## config.mk

```make
export PLATFORM = sky130hd
export DESIGN_NAME = interpolador
export DESIGN_NICKNAME = d
export VERILOG_FILES = /design/src/rtl/interpolador.sv
export SDC_FILE = /design/constraint.sdc
export NUM_CORES = 1
export LEC_CHECK = 0
export BUFFER_PORTS_ARGS = -buffer_cell sky130_fd_sc_hd__buf_4
export CAP_MARGIN = 20
export CELL_PAD_IN_SITES_DETAIL_PLACEMENT = 0
export CELL_PAD_IN_SITES_GLOBAL_PLACEMENT = 1
export CORE_MARGIN = 2
export CORE_UTILIZATION = 45
export CTS_BUF_LIST = sky130_fd_sc_hd__clkbuf_4 sky130_fd_sc_hd__clkbuf_8
export DETAILED_ROUTE_END_ITERATION = 16
export GPL_ROUTABILITY_DRIVEN = 1
export GPL_TIMING_DRIVEN = 0
export HOLD_SLACK_MARGIN = 0.05
export PLACE_DENSITY = 0.79
export SYNTH_ARGS = -nofsm -noshare
export SYNTH_HDL_FRONTEND = slang
export SYNTH_SLANG_ARGS = --single-unit
```

## constraint.sdc

```tcl
create_clock -name clk -period 6.24 [get_ports clk]
set_clock_uncertainty 0.2 [all_clocks]
set_input_delay 1.56 -clock clk [delete_from_list [all_inputs] [get_ports clk]]
set_output_delay 1.56 -clock clk [all_outputs]
set_load 0.02 [all_outputs]
```

## src/rtl/interpolador.sv

```systemverilog
// interpolador: linear-interpolating upsampler.
// Each accepted N-bit sample produces a burst of L outputs that step linearly
// from the previously accepted sample to the new one. The last output of a
// burst equals the new sample exactly.
// Optional build macro INTERP_ZOH_EN adds a zoh input. When zoh is high at
// accept, every output of that burst equals the new sample (zero-order hold).
// Ports:
//   clk        rising-edge clock
//   reset      asynchronous active-high reset
//   zoh        (INTERP_ZOH_EN only) zero-order-hold select, sampled at accept
//   in_valid   input sample offered
//   in         input sample
//   in_ready   block can accept a sample this cycle (combinational)
//   out_valid  output sample valid
//   out        interpolated sample
//   out_ready  consumer accepts out this cycle
//   busy       high while a burst is running
module interpolador #(
  parameter int unsigned N  = 4,
  parameter int unsigned L  = 14,
  parameter int unsigned CW = 4
) (
  input  logic         clk,
  input  logic         reset,
`ifdef INTERP_ZOH_EN
  input  logic         zoh,
`endif
  input  logic         in_valid,
  input  logic [N-1:0] in,
  output logic         in_ready,
  output logic         out_valid,
  output logic [N-1:0] out,
  input  logic         out_ready,
  output logic         busy
);

  localparam logic [0:0] IDLE = 1'b0;
  localparam logic [0:0] RUN  = 1'b1;

  // Arithmetic width: wide enough for delta, quotient and accumulator sums.
  localparam int unsigned DW = N + CW + 2;
  localparam logic signed [DW-1:0] LS = DW'(L);
  localparam logic [CW-1:0]        KL = CW'(L);

  logic [0:0]           state, state_n;
  logic [N-1:0]         x_prev, x_prev_n;
  logic [N-1:0]         x_cap, x_cap_n;
  logic [N-1:0]         y_n;
  logic signed [DW-1:0] acc_r, acc_n;
  logic signed [DW-1:0] q_r, q_n;
  logic signed [DW-1:0] r_r, r_n;
  logic [CW-1:0]        k, k_n;
  logic                 valid_n, busy_n;

  logic [N-1:0]         base_c;
  logic signed [DW-1:0] delta_c, qt_c, rt_c, q_c, r_c;
  logic signed [DW-1:0] acc_step_c;
  logic                 wrap_c, last_c, load_c;

  // Last handshake of a burst: the only RUN cycle where a new sample is taken.
  assign last_c   = (state == RUN) && out_ready && (k == KL);
  assign in_ready = !reset && ((state == IDLE) || last_c);

  // A new burst starts from the captured sample when chaining without a bubble.
  assign base_c  = (state == RUN) ? x_cap : x_prev;
  assign delta_c = $signed(DW'(in)) - $signed(DW'(base_c));

  // Floor division by constant L: fix up truncating divide for negative delta.
  always_comb begin
    qt_c = delta_c / LS;
    rt_c = delta_c % LS;
    if (rt_c < 0) begin
      q_c = qt_c - DW'(1);
      r_c = rt_c + LS;
    end else begin
      q_c = qt_c;
      r_c = rt_c;
    end
  end

  // Next-state and datapath update.
  always_comb begin
    state_n  = state;
    x_prev_n = x_prev;
    x_cap_n  = x_cap;
    y_n      = out;
    acc_n    = acc_r;
    q_n      = q_r;
    r_n      = r_r;
    k_n      = k;
    valid_n  = out_valid;
    busy_n   = busy;
    load_c   = 1'b0;

    acc_step_c = acc_r + r_r;
    wrap_c     = (acc_step_c >= LS);

    case (state)
      IDLE: begin
        if (in_valid) load_c = 1'b1;
      end
      RUN: begin
        if (out_ready) begin
          if (k == KL) begin
            x_prev_n = x_cap;
            if (in_valid) begin
              load_c = 1'b1;
            end else begin
              state_n = IDLE;
              valid_n = 1'b0;
              busy_n  = 1'b0;
            end
          end else begin
            k_n   = k + CW'(1);
            acc_n = wrap_c ? (acc_step_c - LS) : acc_step_c;
            y_n   = N'($signed(DW'(out)) + q_r + (wrap_c ? DW'(1) : DW'(0)));
          end
        end
      end
      default: state_n = IDLE;
    endcase

    // Accept: the first step has acc = r < L, so y_1 = base + q with no carry.
    if (load_c) begin
      state_n = RUN;
      valid_n = 1'b1;
      busy_n  = 1'b1;
      x_cap_n = in;
      k_n     = CW'(1);
      q_n     = q_c;
      r_n     = r_c;
      acc_n   = r_c;
      y_n     = N'($signed(DW'(base_c)) + q_c);
`ifdef INTERP_ZOH_EN
      if (zoh) begin
        q_n   = '0;
        r_n   = '0;
        acc_n = '0;
        y_n   = in;
      end
`endif
    end
  end

  // State and datapath registers.
  always_ff @(posedge clk or posedge reset) begin
    if (reset) begin
      state     <= IDLE;
      x_prev    <= '0;
      x_cap     <= '0;
      out       <= '0;
      acc_r     <= '0;
      q_r       <= '0;
      r_r       <= '0;
      k         <= '0;
      out_valid <= 1'b0;
      busy      <= 1'b0;
    end else begin
      state     <= state_n;
      x_prev    <= x_prev_n;
      x_cap     <= x_cap_n;
      out       <= y_n;
      acc_r     <= acc_n;
      q_r       <= q_n;
      r_r       <= r_n;
      k         <= k_n;
      out_valid <= valid_n;
      busy      <= busy_n;
    end
  end

endmodule
```

==> run summary, run 1 <==
- utilization of the core after routing: 0.583
- Top-Level Pins: 15
- antenna cell count: 0
- Most used DFF post-synth: dfrtp_1
- global-route wire length before repair: 16800 µm
- number of remaining DRC errors: 0
- setup repair after global routing missed its margin: true
- iteration-0 DRC count of the detailed router: 129
- number of buffers and inverters on the critical path: 2
- number of vias in the routed layout: 3410
- sink count of the clock tree: 42
- Wirelength per Cell: 16.9 µm
- final-report setup violation count: 1
- count of flip-flops with a built-in enable after synthesis: 0
- CTS max path bufs: 2
- total routing resource utilization after global routing: 0.241
- portion of the clock cycle consumed by the worst path in the final layout: 1.04
- series of cell instances along the critical path: buf_6 -> inv_4 -> ha_4 -> fa_2 -> ha_4 -> or3b_4 -> o32a_4 -> or4_4 -> nand2_4 -> ha_4 -> a211o_4 -> a211oi_4 -> o31ai_4 -> a21oi_4 -> o31a_1 -> o22ai_4 -> ha_4 -> a21o_1 -> a21oi_2 -> xnor2_2 -> or3_1 -> o211ai_1 -> nor2_1
- critical path capture point type: flop
- grt total ovfl: 0
- syn avg cell area: 8.67 µm²
- number of library cell types mapped by synthesis: 68
- clock tree from TritonCTS: done
- worst path arrival time: 6.46 ns
- netlist area before placement: 3620 µm²
- count of final hold-check violations: 0
- worst slew pin tran: 0.875 ns
- Detailed Route WL: 9820 µm
- Max Cap Violations: 0
- number of flip-flops and latches in the synthesized netlist: 42
- number of routed nets with antenna violations: 0
- critical path launch point type: input port
- Routability Congestion: 0.885
- die span in x: 93.8 µm
- CP most frequent cell: ha_4
- cts bufs inserted: 5
- Synth async-reset ratio: 1.00
- total nets after synthesis: 459
- max frequency: 0.155 GHz
- hold crit path type: reg -> reg
- clock transition time at the flip-flop clock pins of the worst setup and hold paths: 0.09 ns
- DP Area: 3880 µm²
- pin count of the biggest net entering global routing: 43
- critical path peak fanout: 7
- crit path max-delay cell type: fa_2
- minimum clock period after layout: 6.47 ns
- hpwl dp: 6770 µm
- critical setup path kind: in -> reg
- number of H-tree branching levels: 2
- y dimension of the die: 93.8 µm
- number of standard cells after synthesis: 418
- proportion of synthesized chip area in sequential cells: 0.290
- delay of the slowest cell on the worst path: 0.60 ns
- die area: 8790 µm²
- WHS: 0.300 ns
- TritonRoute pass-1 iters: 5
- number of nets in the layout: 519
- setup slack after placement: -1.30 ns
- root cell of the clock tree: clkbuf_8
- placeable core region: 7770 µm²
- required time worst endpoint: 6.24 ns
- layout cells sized above 1: 0.282
- antenna violations before repair: 0
- violations in the final reports: setup timing
- area added between synthesis and finish: 24.9%
- result of the run: finished with violations
- PortBufs: 14
- Yosys Warn Count: 0
- least setup slack across all paths after layout: -0.226 ns
- worst max-slew margin expressed relative to the limit: 0.416
- vias in the first global route: 3317
- number of hold buffers added after cts: 0
- starting utilization of the core area: 0.467
- final instance area: 4530 µm²
- category of cells accounting for the largest share of critical-path delay: compound AO/OA/AOI/OAI gates
- Via-to-Cell Ratio: 5.87
- standard-cell row count: 32
- pins over their slew limit: 0
- latest clock arrival within the worst-skew pair: 0.30 ns
-- tightest hold or removal path, stage by stage, from the launching register on --
cell	delay [ns]
dfrtp_1	0.36
nand2_1	0.06
nand2_1	0.06
-- area by class of cell --
class	instances	area, µm²
multi-input combinational	342	2680
tap	102	128
timing repair buffer	53	409
inverter	17	68.8
sequential	42	1050
clock inverter	3	43.8
buffer	17	73.8
fill	695	3240
clock buffer	5	68.8
-- layer usage --
layer | up-vias | part of all wire | track usage
li1 | 1661 | - | -
met1 | 1663 | 0.48 | 0.318
met2 | 66 | 0.47 | 0.407
met3 | 20 | 0.026 | 0.0321
met4 | 0 | 0.024 | 0.0785
met5 | - | 0 | 0
-- path summary, 6_finish.rpt --
kind                       startpoint        to  slack (ns)  cells after the start
min                            r_r[5]    r_r[5]        0.30                      2
max in group asynchronous       reset    r_r[4]        4.03                      2
max reg2reg                     state    out[3]       -0.02                     23
min reg2reg                    r_r[5]    r_r[5]        0.30                      2
min in group asynchronous       reset  x_cap[0]        1.25                      2
max                             in[0]    out[3]       -0.23                     23
-- synthesized netlist by cell type (all sizes together) (2+ instances only) --
cell / number / area [µm²]
nor3: 6 / 30.0
a21oi: 25 / 144
a31oi: 7 / 50.1
buf: 4 / 25.0
or3: 3 / 18.8
clkbuf: 13 / 48.8
nor4: 3 / 18.8
fa: 5 / 100
a211oi: 11 / 100
dfrtp: 42 / 1050
o211ai: 9 / 67.6
mux2i: 6 / 60.1
inv: 17 / 63.8
nand3: 16 / 80.1
a311oi: 2 / 17.5
and3b: 2 / 17.5
o22ai: 6 / 37.5
nand2: 53 / 199
a31o: 2 / 17.5
nand4: 3 / 18.8
and2: 4 / 25.0
o41ai: 2 / 17.5
or3b: 2 / 17.5
xnor2: 18 / 158
o31a: 3 / 26.3
o21a: 6 / 45.0
nor2: 29 / 109
ha: 28 / 350
o21ai: 29 / 153
a21o: 11 / 90.1
o31ai: 6 / 73.8
nand2b: 4 / 25.0
and3: 9 / 56.3
mux2: 9 / 105
xor2: 4 / 35.0
-- flip-flops by register name, summed over array words and instances, names as in the netlist --
register  count
acc_r        10
r_r          10
k             4
out           4
q_r           4
x_cap         4
x_prev        4
busy          1
state         1
-- cells by family after synthesis --
family,synth area share
AO/OA/AOI/OAI,0.265
XOR/XNOR,0.0532
adder cells (fa/ha/maj),0.124
buffers and inverters,0.0380
flip-flops,0.290
multiplexers,0.0456
AND/OR/NAND/NOR,0.184
-- placed cells by master (no fill, tap or decap), types with 5 or more instances in the layout --
cell type,n
a21oi_1,20
a31oi_1,6
mux2i_1,6
nand2_1,51
ha_4,5
mux2_2,8
o21ai_1,10
inv_1,12
o21ai_0,16
xnor2_1,15
dfrtp_1,42
o22ai_1,5
o21a_1,5
a21o_1,10
ha_1,20
clkbuf_1,13
o211ai_1,9
and3_1,8
clkbuf_8,5
a211oi_1,8
buf_4,52
nand3_1,16
nor2_1,25
-- repair_timing --
item	CTS	global route
pin swaps	28	24
resized for setup	31	20
setup buffers	34	8
setup endpoints to repair	4	3
-- metrics by stage --
stage               TNS (ns)  instances
floorplan             -0.586        418
global placement       -5.16        534
detailed placement     -5.40        534
CTS                   -0.457        575
global route          -0.457        581
finish                -0.226        581
Power of run 1 is left out: the tool's default activity adds up to more than one toggle a clock period on the data nets, which glitch-free logic cannot reach.
==> run 2, diff against run 1 <==
CORE_UTILIZATION = 44   (was 45)
CTS_BUF_LIST = unset   (was sky130_fd_sc_hd__clkbuf_4 sky130_fd_sc_hd__clkbuf_8)
PLACE_DENSITY = 0.78   (was 0.79)
==> run summary, run 2 (synthesized netlist as in run 1, its figures left out) <==
- portion of the clock cycle consumed by the worst path in the final layout: 1.03
- total routing resource utilization after global routing: 0.233
- required time worst endpoint: 6.23 ns
- die span in x: 94.8 µm
- result of the run: finished with violations
- setup slack after placement: -1.28 ns
- standard-cell row count: 33
- critical path capture point type: flop
- Hold Crit Start: r_r[5]
- number of buffers and inverters on the critical path: 2
- sink count of the clock tree: 42
- Routability Congestion: 0.871
- hold crit path type: reg -> reg
- pin count of the biggest net entering global routing: 43
- Top-Level Pins: 15
- placeable core region: 8090 µm²
- grt total ovfl: 0
- hold path cells: 2
- Max Cap Violations: 0
- worst hold endpoint: r_r[5]
- number of vias in the routed layout: 3398
- starting utilization of the core area: 0.448
- antenna cell count: 0
- clock tree from TritonCTS: done
- Wirelength per Cell: 16.9 µm
- reg-to-reg critical path startpoint: state
- die area: 8980 µm²
- WHS: 0.290 ns
- antenna violations before repair: 0
- Worst R2R Setup Slack: 0 ns
- category of cells accounting for the largest share of critical-path delay: compound AO/OA/AOI/OAI gates
- hpwl dp: 6950 µm
- count of final hold-check violations: 0
- delay of the slowest cell on the worst path: 0.61 ns
- vias in the first global route: 3316
- most frequent cells in the layout: 51 x nand2_1, 48 x buf_4, 42 x dfrtp_1
- Non-Filler Instances: 579
- latest clock arrival within the worst-skew pair: 0.31 ns
- CP most frequent cell: ha_4
- worst slew pin tran: 0.877 ns
- worst path arrival time: 6.44 ns
- largest registers ranked by flip-flop count: acc_r: 10 flops, r_r: 10 flops
- crit path max-delay cell type: fa_2
- critical setup path kind: in -> reg
- TritonRoute pass-1 iters: 7
- critical path peak fanout: 7
- critical path launch point type: input port
- setup repair after global routing missed its margin: true
- commonest non-fill, non-tap cell in the layout: nand2_1
- final-report setup violation count: 1
- number of H-tree branching levels: 2
- worst max-slew margin expressed relative to the limit: 0.414
- pins over their slew limit: 0
- cells on worst reg2reg path: 23
- Placed Cells incl. Taps: 537
- PortBufs: 14
- Via-to-Cell Ratio: 5.87
- root cell of the clock tree: clkbuf_8
- violations in the final reports: setup timing
- worst reg2reg endpoint: out[3]
- number of remaining DRC errors: 0
- global-route wire length before repair: 16500 µm
- y dimension of the die: 94.8 µm
- minimum clock period after layout: 6.45 ns
- layout cells sized above 1: 0.266
- number of routed nets with antenna violations: 0
- cts bufs inserted: 5
- max frequency: 0.155 GHz
- area added between synthesis and finish: 23.1%
- number of nets in the layout: 514
- series of cell instances along the critical path: buf_6 -> inv_4 -> ha_4 -> fa_2 -> ha_4 -> or3b_4 -> o32a_4 -> or4_4 -> nand2_4 -> ha_4 -> a211o_4 -> a211oi_4 -> o31ai_4 -> a21oi_4 -> o31a_1 -> o22ai_4 -> ha_4 -> a21o_1 -> a21oi_2 -> xnor2_1 -> or3_1 -> o211ai_1 -> nor2_1
- iteration-0 DRC count of the detailed router: 160
- CTS max path bufs: 2
- Detailed Route WL: 9790 µm
- least setup slack across all paths after layout: -0.206 ns
- clock transition time at the flip-flop clock pins of the worst setup and hold paths: 0.08 ns
-- run 2: routing by layer --
metal  global-route usage  share of wire  vias to the layer above
li1                     -              -                     1651
met1                0.314           0.46                     1648
met2                0.393           0.48                       87
met3               0.0247          0.042                       12
met4               0.0688          0.016                        0
met5                    0              0                        -
-- run 2: stage by stage --
| stage | area [µm²] | TNS, ns | utilization |
|---|---|---|---|
| floorplan | 3650 | -0.586 | - |
| global placement | 3890 | -4.91 | 0.481 |
| detailed placement | 3890 | -5.73 | 0.481 |
| CTS | 4330 | -0.439 | 0.535 |
| global route | 4460 | -0.416 | 0.551 |
| finish | 4460 | -0.206 | 0.551 |
-- run 2: timing repair --
action / in CTS / in global routing
hold buffers: 0 / 0
setup buffers: 29 / 7
pin swaps: 25 / 23
resized for setup: 30 / 17
endpoints found under the setup margin: 4 / 6
-- run 2: worst reg2reg max path, cell delays in order (launching register included) --
cell	delay [ns]
dfrtp_1	0.33
clkbuf_1	0.35
mux2_2	0.44
ha_4	0.18
fa_2	0.61
ha_4	0.16
or3b_4	0.37
o32a_4	0.21
or4_4	0.51
nand2_4	0.10
ha_4	0.20
a211o_4	0.29
a211oi_4	0.23
o31ai_4	0.12
a21oi_4	0.27
o31a_1	0.27
o22ai_4	0.10
ha_4	0.22
a21o_1	0.16
a21oi_2	0.14
xnor2_1	0.09
or3_1	0.35
o211ai_1	0.18
nor2_1	0.06
-- run 2: worst max-delay path by stage --
| stage | start | endpoint | slack, ns | cells after the start |
|---|---|---|---|---|
| 2_1_floorplan | in[0] | out[3] | -0.58 | 22 |
| 3_3_place_gp | in[0] | out[3] | -1.25 | 27 |
| 3_5_place_dp | in[0] | out[3] | -1.28 | 27 |
| 4_1_cts | in[0] | out[3] | -0.42 | 26 |
| 5_1_grt | in[0] | out[3] | -0.38 | 28 |
| 6_report | in[0] | out[3] | -0.21 | 23 |
-- run 2: final cells by class --
type | count | area [µm²]
fillers | 747 | 3630
multi-input cells | 342 | 2680
flip-flops and latches | 42 | 1050
repair buffers | 48 | 368
well taps | 105 | 131
plain buffers | 17 | 73.8
clock buffers | 5 | 68.8
inverters | 17 | 68.8
clock inverters | 3 | 18.8
Power of run 2 is left out for the same reason.
